`src/rtl/control_sequencer.sv`:
```
// Hardwired Moore sequencer for the Mini SRC datapath.
// Fetch F0-F3, execute T4-T9, HALTED until cleared.
module control_sequencer #(
   parameter logic [4:0] RESET_PC_SEL = 5'd20
) (
   input  logic        clock,
   input  logic        clear,
   input  logic        stop,
   input  logic [31:0] ir,
   input  logic        con_out,
   output logic        run,
   output logic        e_PC, e_IR, e_Y, e_Z, e_HI, e_LO,
   output logic        e_MDR, e_MAR, e_OutPort, e_InPort,
   output logic        e_RA, e_CON_FF,
   output logic        incPC, ram_read, ram_write, MDR_read, imm_sel,
   output logic        Gra, Grb, Grc, e_Rin, e_Rout, BAout,
   output logic [4:0]  BusDataSelect,
   output logic [3:0]  ALU_op
);

   typedef enum logic [3:0] {
      F0, F1, F2, F3, T4, T5, T6, T7, T8, T9, HALTED
   } state_e;

   state_e state_q, state_d;

   logic [4:0] op;
   logic [3:0] ra, rb, rc;
   assign op = ir[31:27];
   assign ra = ir[26:23];
   assign rb = ir[22:19];
   assign rc = ir[18:15];

   logic unused_ir;
   assign unused_ir = ^ir[14:0];

   logic c_alu, c_imm, c_ldi, c_ld, c_st, c_md, c_nn;
   logic c_br, c_jr, c_jal, c_in, c_out, c_mfhi, c_mflo, c_halt;
   logic c_addr;
   assign c_ld   = (op == 5'd0);
   assign c_ldi  = (op == 5'd1);
   assign c_st   = (op == 5'd2);
   assign c_alu  = (op >= 5'd3) && (op <= 5'd11);
   assign c_imm  = (op >= 5'd12) && (op <= 5'd14);
   assign c_md   = (op == 5'd15) || (op == 5'd16);
   assign c_nn   = (op == 5'd17) || (op == 5'd18);
   assign c_br   = (op == 5'd19);
   assign c_jr   = (op == 5'd20);
   assign c_jal  = (op == 5'd21);
   assign c_in   = (op == 5'd22);
   assign c_out  = (op == 5'd23);
   assign c_mfhi = (op == 5'd24);
   assign c_mflo = (op == 5'd25);
   assign c_halt = (op == 5'd27);
   assign c_addr = c_ld | c_ldi | c_st;

   logic [3:0] alu_code;
   logic [3:0] last_st;

   // Opcode to ALU function and index of the final execute state
   always_comb begin
      alu_code = 4'd0;
      last_st  = 4'd3;
      unique case (op)
         5'd3:  alu_code = 4'd0;
         5'd4:  alu_code = 4'd1;
         5'd5:  alu_code = 4'd2;
         5'd6:  alu_code = 4'd3;
         5'd7:  alu_code = 4'd7;
         5'd8:  alu_code = 4'd8;
         5'd9:  alu_code = 4'd4;
         5'd10: alu_code = 4'd5;
         5'd11: alu_code = 4'd6;
         5'd12: alu_code = 4'd0;
         5'd13: alu_code = 4'd2;
         5'd14: alu_code = 4'd3;
         5'd15: alu_code = 4'd10;
         5'd16: alu_code = 4'd9;
         5'd17: alu_code = 4'd11;
         5'd18: alu_code = 4'd12;
         default: alu_code = 4'd0;
      endcase
      if (c_alu | c_imm | c_ldi)          last_st = 4'd6;
      else if (c_ld)                      last_st = 4'd9;
      else if (c_st | c_md | c_br)        last_st = 4'd7;
      else if (c_nn | c_jal | c_in)       last_st = 4'd5;
      else if (c_jr | c_out | c_mfhi | c_mflo) last_st = 4'd4;
      else                                last_st = 4'd3;
   end

   // State register with synchronous active-low clear
   always_ff @(posedge clock) begin
      if (!clear) state_q <= F0;
      else        state_q <= state_d;
   end

   // Next-state sequencing
   always_comb begin
      state_d = state_q;
      unique case (state_q)
         F0: state_d = F1;
         F1: state_d = F2;
         F2: state_d = F3;
         F3: begin
            if (c_halt)                state_d = HALTED;
            else if (last_st == 4'd3)  state_d = F0;
            else                       state_d = T4;
         end
         HALTED: state_d = HALTED;
         default: begin
            if (state_q == last_st) state_d = stop ? HALTED : F0;
            else                    state_d = state_e'(state_q + 4'd1);
         end
      endcase
   end

   // Moore output decode; everything is forced low while clear is asserted
   always_comb begin
      {e_PC, e_IR, e_Y, e_Z, e_HI, e_LO} = '0;
      {e_MDR, e_MAR, e_OutPort, e_InPort, e_RA, e_CON_FF} = '0;
      {incPC, ram_read, ram_write, MDR_read, imm_sel} = '0;
      {Gra, Grb, Grc, e_Rin, e_Rout, BAout} = '0;
      BusDataSelect = 5'd0;
      ALU_op        = 4'd0;
      run           = clear && (state_q != HALTED);
      if (clear) begin
         unique case (state_q)
            F0: begin
               BusDataSelect = RESET_PC_SEL;
               e_MAR = 1'b1;
               incPC = 1'b1;
            end
            F1: ram_read = 1'b1;
            F2: begin
               ram_read = 1'b1;
               MDR_read = 1'b1;
               e_MDR    = 1'b1;
            end
            F3: begin
               BusDataSelect = 5'd21;
               e_IR = 1'b1;
            end
            T4: begin
               if (c_alu | c_imm | c_addr) begin
                  BusDataSelect = {1'b0, rb};
                  e_Rout = 1'b1; Grb = 1'b1; e_Y = 1'b1;
                  BAout = c_addr;
               end else if (c_md) begin
                  BusDataSelect = {1'b0, ra};
                  e_Rout = 1'b1; Gra = 1'b1; e_Y = 1'b1;
               end else if (c_nn) begin
                  BusDataSelect = {1'b0, rb};
                  e_Rout = 1'b1; Grb = 1'b1;
                  ALU_op = alu_code; e_Z = 1'b1;
               end else if (c_br) begin
                  BusDataSelect = {1'b0, ra};
                  e_Rout = 1'b1; Gra = 1'b1;
                  e_RA = 1'b1; e_CON_FF = 1'b1;
               end else if (c_jr | c_out) begin
                  BusDataSelect = {1'b0, ra};
                  e_Rout = 1'b1; Gra = 1'b1;
                  e_PC = c_jr; e_OutPort = c_out;
               end else if (c_jal) begin
                  BusDataSelect = RESET_PC_SEL;
                  Grb = 1'b1; e_Rin = 1'b1;
               end else if (c_in) begin
                  e_InPort = 1'b1;
               end else if (c_mfhi | c_mflo) begin
                  BusDataSelect = c_mfhi ? 5'd16 : 5'd17;
                  Gra = 1'b1; e_Rin = 1'b1;
               end
            end
            T5: begin
               if (c_alu) begin
                  BusDataSelect = {1'b0, rc};
                  e_Rout = 1'b1; Grc = 1'b1;
                  ALU_op = alu_code; e_Z = 1'b1;
               end else if (c_imm | c_addr) begin
                  imm_sel = 1'b1; e_Z = 1'b1;
                  ALU_op = c_imm ? alu_code : 4'd0;
               end else if (c_md) begin
                  BusDataSelect = {1'b0, rb};
                  e_Rout = 1'b1; Grb = 1'b1;
                  ALU_op = alu_code; e_Z = 1'b1;
               end else if (c_nn | c_in) begin
                  BusDataSelect = c_nn ? 5'd19 : 5'd22;
                  Gra = 1'b1; e_Rin = 1'b1;
               end else if (c_br) begin
                  BusDataSelect = RESET_PC_SEL;
                  e_Y = 1'b1;
               end else if (c_jal) begin
                  BusDataSelect = {1'b0, ra};
                  e_Rout = 1'b1; Gra = 1'b1; e_PC = 1'b1;
               end
            end
            T6: begin
               if (c_alu | c_imm | c_ldi) begin
                  BusDataSelect = 5'd19;
                  Gra = 1'b1; e_Rin = 1'b1;
               end else if (c_ld | c_st) begin
                  BusDataSelect = 5'd19; e_MAR = 1'b1;
               end else if (c_md) begin
                  BusDataSelect = 5'd19; e_LO = 1'b1;
               end else if (c_br) begin
                  imm_sel = 1'b1; e_Z = 1'b1;
               end
            end
            T7: begin
               if (c_ld) begin
                  ram_read = 1'b1;
               end else if (c_st) begin
                  BusDataSelect = {1'b0, ra};
                  e_Rout = 1'b1; Gra = 1'b1; ram_write = 1'b1;
               end else if (c_md) begin
                  BusDataSelect = 5'd18; e_HI = 1'b1;
               end else if (c_br && con_out) begin
                  BusDataSelect = 5'd19; e_PC = 1'b1;
               end
            end
            T8: begin
               if (c_ld) begin
                  ram_read = 1'b1; MDR_read = 1'b1; e_MDR = 1'b1;
               end
            end
            T9: begin
               if (c_ld) begin
                  BusDataSelect = 5'd21;
                  Gra = 1'b1; e_Rin = 1'b1;
               end
            end
            default: ;
         endcase
      end
   end

endmodule

```
`config.mk`:
```
export PLATFORM = sky130hd
export DESIGN_NAME = control_sequencer
export DESIGN_NICKNAME = d
export VERILOG_FILES = /design/src/rtl/control_sequencer.sv
export SDC_FILE = /design/constraint.sdc
export NUM_CORES = 1
export LEC_CHECK = 0
export BUFFER_PORTS_ARGS = -buffer_cell sky130_fd_sc_hd__buf_2
export CAP_MARGIN = 20
export CORE_MARGIN = 1.5
export CORE_UTILIZATION = 55
export CTS_BUF_LIST = sky130_fd_sc_hd__clkbuf_4 sky130_fd_sc_hd__clkbuf_8 sky130_fd_sc_hd__clkbuf_16
export CTS_CLUSTER_DIAMETER = 200
export DETAILED_ROUTE_END_ITERATION = 10
export HOLD_SLACK_MARGIN = 0.06
export PLACE_DENSITY_LB_ADDON = 0.08
export SKIP_CTS_REPAIR_TIMING = 1
export SLEW_MARGIN = 25
export SYNTH_ARGS = -nofsm -noshare
export SYNTH_HDL_FRONTEND = slang
export SYNTH_SLANG_ARGS = --single-unit
```
`constraint.sdc`:
```
create_clock -name clock -period 4.45 [get_ports clock]
set_input_delay 0.89 -clock clock [delete_from_list [all_inputs] [get_ports clock]]
set_output_delay 0.89 -clock clock [all_outputs]
set_load 0.05 [all_outputs]
```
==> results.py <==
metrics = {
    "outcome": {
        "status": "complete, no violations",
    },
    "flow_run": {
        "maxCapViolCount": 0,
    },
    "grt": {
        "grt_pass1_vias": 2099,
        "grt_pass1_wl_mm": 10.38,
        "grt_busiest_layer": "met1",
        "grt_use_total": 0.3534,
        "overflow": 0,
        "grt_util_met3": 0.03934,
        "met2_usage": 0.5089,
        "antenna_found_initial": 0,
        "grtUsageMet1": 0.5352,
        "grt_max_degree": 31,
    },
    "floorplanning": {
        "chipWidth_um": 62.02,
        "dieArea_um2": 3846,
        "start_util": 0.5741,
        "num_io_pins": 69,
        "dieHeight_um": 62.02,
        "core_area_um2": 3337,
        "rows": 21,
    },
    "worst_hold_path": {
        "hold_class": "reg -> reg",
    },
    "placement": {
        "port_buffers": 53,
        "dpl.cell_count": 398,
        "dp_hpwl_mm": 5.022,
        "place.gp.congestion": 1.026,
    },
    "critical_path": {
        "cp_num_buf_inv": 3,
        "crit_chain": "buf_2 > nor2b_1 > buf_4 > nand3_1 > o21ai_2 > a222oi_1 > o31a_1 > o32ai_1 > buf_2",
        "crit_arrival_ns": 2.92,
        "path_class": "in -> out",
        "max_stage_delay_ns": 0.39,
        "critPathMaxFanout": 28,
        "required_ns": 3.56,
        "cp_top_family": "buffers and inverters",
        "crit_path_frequent_cell": "buf_2",
        "critPathLaunchType": "input pin",
        "slowest_stage": "buf_2",
        "endpoint_kind": "output port",
    },
    "pwr": {
        "peakVddDrop_mv": 0.4766,
        "sw_frac_of_total": 0.6345,
        "power_mw": 0.7147,
        "clkPwrFrac": 0.062,
        "seq_power_share": 0.108,
        "combPwrFrac": 0.830,
        "p_leak_nw": 0.9061,
        "internal_power_mw": 0.2612,
        "p_sw_mw": 0.4535,
        "power_density_nw_per_um2": 327.3,
    },
    "yosys": {
        "synthTopCellsByCount": "nor2_1 (40), nand2_1 (38), a21oi_1 (27)",
        "ys_warn_count": 0,
        "avgSynthCellArea_um2": 5.986,
        "yosysSeqAreaShare": 0.04180,
        "synthesis.nets": 360,
        "synthFlopType": "dfxtp_1",
        "syn-cell-area_um2": 1916,
        "synth_seq_cells": 4,
        "yosysMostFrequentCell": "nor2_1",
        "synth_cells": 320,
        "synth_edf_count": 0,
        "ys_types": 65,
        "synth_top_cell_area_share": 0.07838,
        "synth_area_leaders": "nor2_1 (7.8%), nand2_1 (7.4%), a21oi_1 (7.1%)",
        "synth_area_leader_cell": "nor2_1",
        "async_flop_share": 0,
    },
    "routing": {
        "vias_per_cell": 6.766,
        "vias": 2713,
        "drt-total-wl_mm": 6.874,
        "remaining_drc_errors": 0,
        "drtPass1Iterations": 6,
        "drtAntennaViolNets": 0,
        "wire_per_inst_um": 17.14,
        "drt_iter0_markers": 426,
    },
    "timing": {
        "skew_ns": 0.007070,
        "worst_pin_slew_ns": 0.7002,
        "final-setup-viol-count": 0,
        "fin_crit_ns": 3.813,
        "slew_headroom": 0.5327,
        "rsz0062_at_grt": "no",
        "hold_viol": 0,
        "tns_ns": 0,
        "slew_viol_final": 0,
        "period_share": 0.8569,
        "max_freq_ghz": 0.2622,
    },
    "clock_network": {
        "clk_pin_slew_ns": 0.04,
        "cts.path.max_buffers": 2,
        "cts_made_buffers": 3,
        "htree_levels": 1,
        "clock-sinks": 4,
        "insertion_delay_ns": 0.24,
        "cts_tree": "yes",
        "cts_root_buf": "clkbuf_4",
    },
    "layout": {
        "drive_gt1_frac": 0.2141,
        "regMostFlops": "state_q",
        "fill_cells": 342,
        "syn_to_final_growth_pct": 13.98,
        "largest_reg_flops": 4,
        "reg_top3": "state_q (4)",
        "post-route-util": 0.6543,
        "final_nets": 397,
        "antenna_cells": 0,
        "final_cells": 401,
    },
}
-- area by class of cell --
class / instances / area, um2 / share of cell area
multi-input cells: 275 / 1642 / 0.7519
repair buffers: 64 / 347.8 / 0.1593
flip-flops and latches: 4 / 80.08 / 0.03668
well taps: 46 / 57.56 / 0.02636
inverters: 9 / 33.78 / 0.01547
clock buffers: 3 / 22.52 / 0.01032
-- cell usage in the layout (no fill, tap or decap), types with 2 or more instances in the layout --
| cell | n |
|---|---|
| o2111ai_1 | 2 |
| buf_2 | 53 |
| mux2i_1 | 2 |
| and3_1 | 2 |
| nand2b_1 | 7 |
| a22o_1 | 5 |
| o32ai_1 | 3 |
| o31a_1 | 3 |
| a31oi_1 | 4 |
| nand4_1 | 2 |
| a22oi_1 | 4 |
| and2_1 | 4 |
| inv_1 | 9 |
| nor2_1 | 40 |
| nor4_1 | 4 |
| a41oi_1 | 3 |
| nand3_1 | 12 |
| nor3b_1 | 3 |
| a211oi_1 | 7 |
| a21o_1 | 2 |
| o31ai_1 | 2 |
| o211a_1 | 2 |
| nand3b_1 | 2 |
| a41o_1 | 3 |
| ha_1 | 4 |
| clkbuf_4 | 3 |
| a2bb2oi_1 | 2 |
| a222oi_1 | 2 |
| nor2b_1 | 12 |
| nand2_1 | 38 |
| buf_4 | 11 |
| o21ai_0 | 21 |
| a21oi_1 | 27 |
| o22ai_1 | 5 |
| or2_2 | 4 |
| dfxtp_1 | 4 |
| nor3_1 | 12 |
| a21boi_0 | 4 |
| o22a_1 | 2 |
-- power groups by stage --
stage	logic [mW]	registers, mW	clock network [mW]
floorplan	0.459	0.0679	0
global placement	0.576	0.0768	0
detailed placement	0.575	0.0767	0
CTS	0.578	0.0762	0.0464
global route	0.637	0.0822	0.0482
finish	0.593	0.0770	0.0445
-- through the flow --
stage	instance area [um2]	setup WS, ns	hold WS [ns]
CTS	2183	0.6887	0.7258
floorplan	1916	0.2388	0.6335
global placement	2161	0.6798	0.7091
global route	2183	0.5401	0.8226
finish	2183	0.6367	0.7248
detailed placement	2161	0.6871	0.7203
-- worst reg2reg max path, delay by kind of cell (launching register included) --
kind                     cells  cell delay, ns
flip-flops                   1            0.37
AO/OA/AOI/OAI                1            0.20
adder cells (fa/ha/maj)      1            0.45
buffers and inverters        1            0.16
AND/OR/NAND/NOR              5            0.63
-- worst paths after layout --
kind / endpoint / from / depth (start not counted) / slack (ns)
worst max-delay path: BusDataSelect[1] / ir[30] / 9 / 0.64
worst min-delay path: state_q[0] / state_q[0] / 3 / 0.72
worst max register to register: state_q[3] / state_q[1] / 8 / 2.55
worst min register to register: state_q[0] / state_q[0] / 3 / 0.72
-- logic make-up (layout without fill, tap and decap cells) --
family	after synthesis	count (layout)	share of synthesized area
buf+inv	41	76	0.1012
flops	4	4	0.04180
mux	2	2	0.01045
simple gates	151	151	0.3932
compound gates	116	116	0.4180
fa+ha+maj	4	4	0.02613
xor+xnor	2	2	0.009146
-- routing by layer --
layer | up-vias | routed length, um | share of wire
met5 | - | 0 | 0
met4 | 0 | 218 | 0.032
met3 | 29 | 872 | 0.13
met2 | 233 | 2974 | 0.43
met1 | 1183 | 2808 | 0.41
li1 | 1268 | - | -
Note: power is estimated with default switching activity, not from simulation.
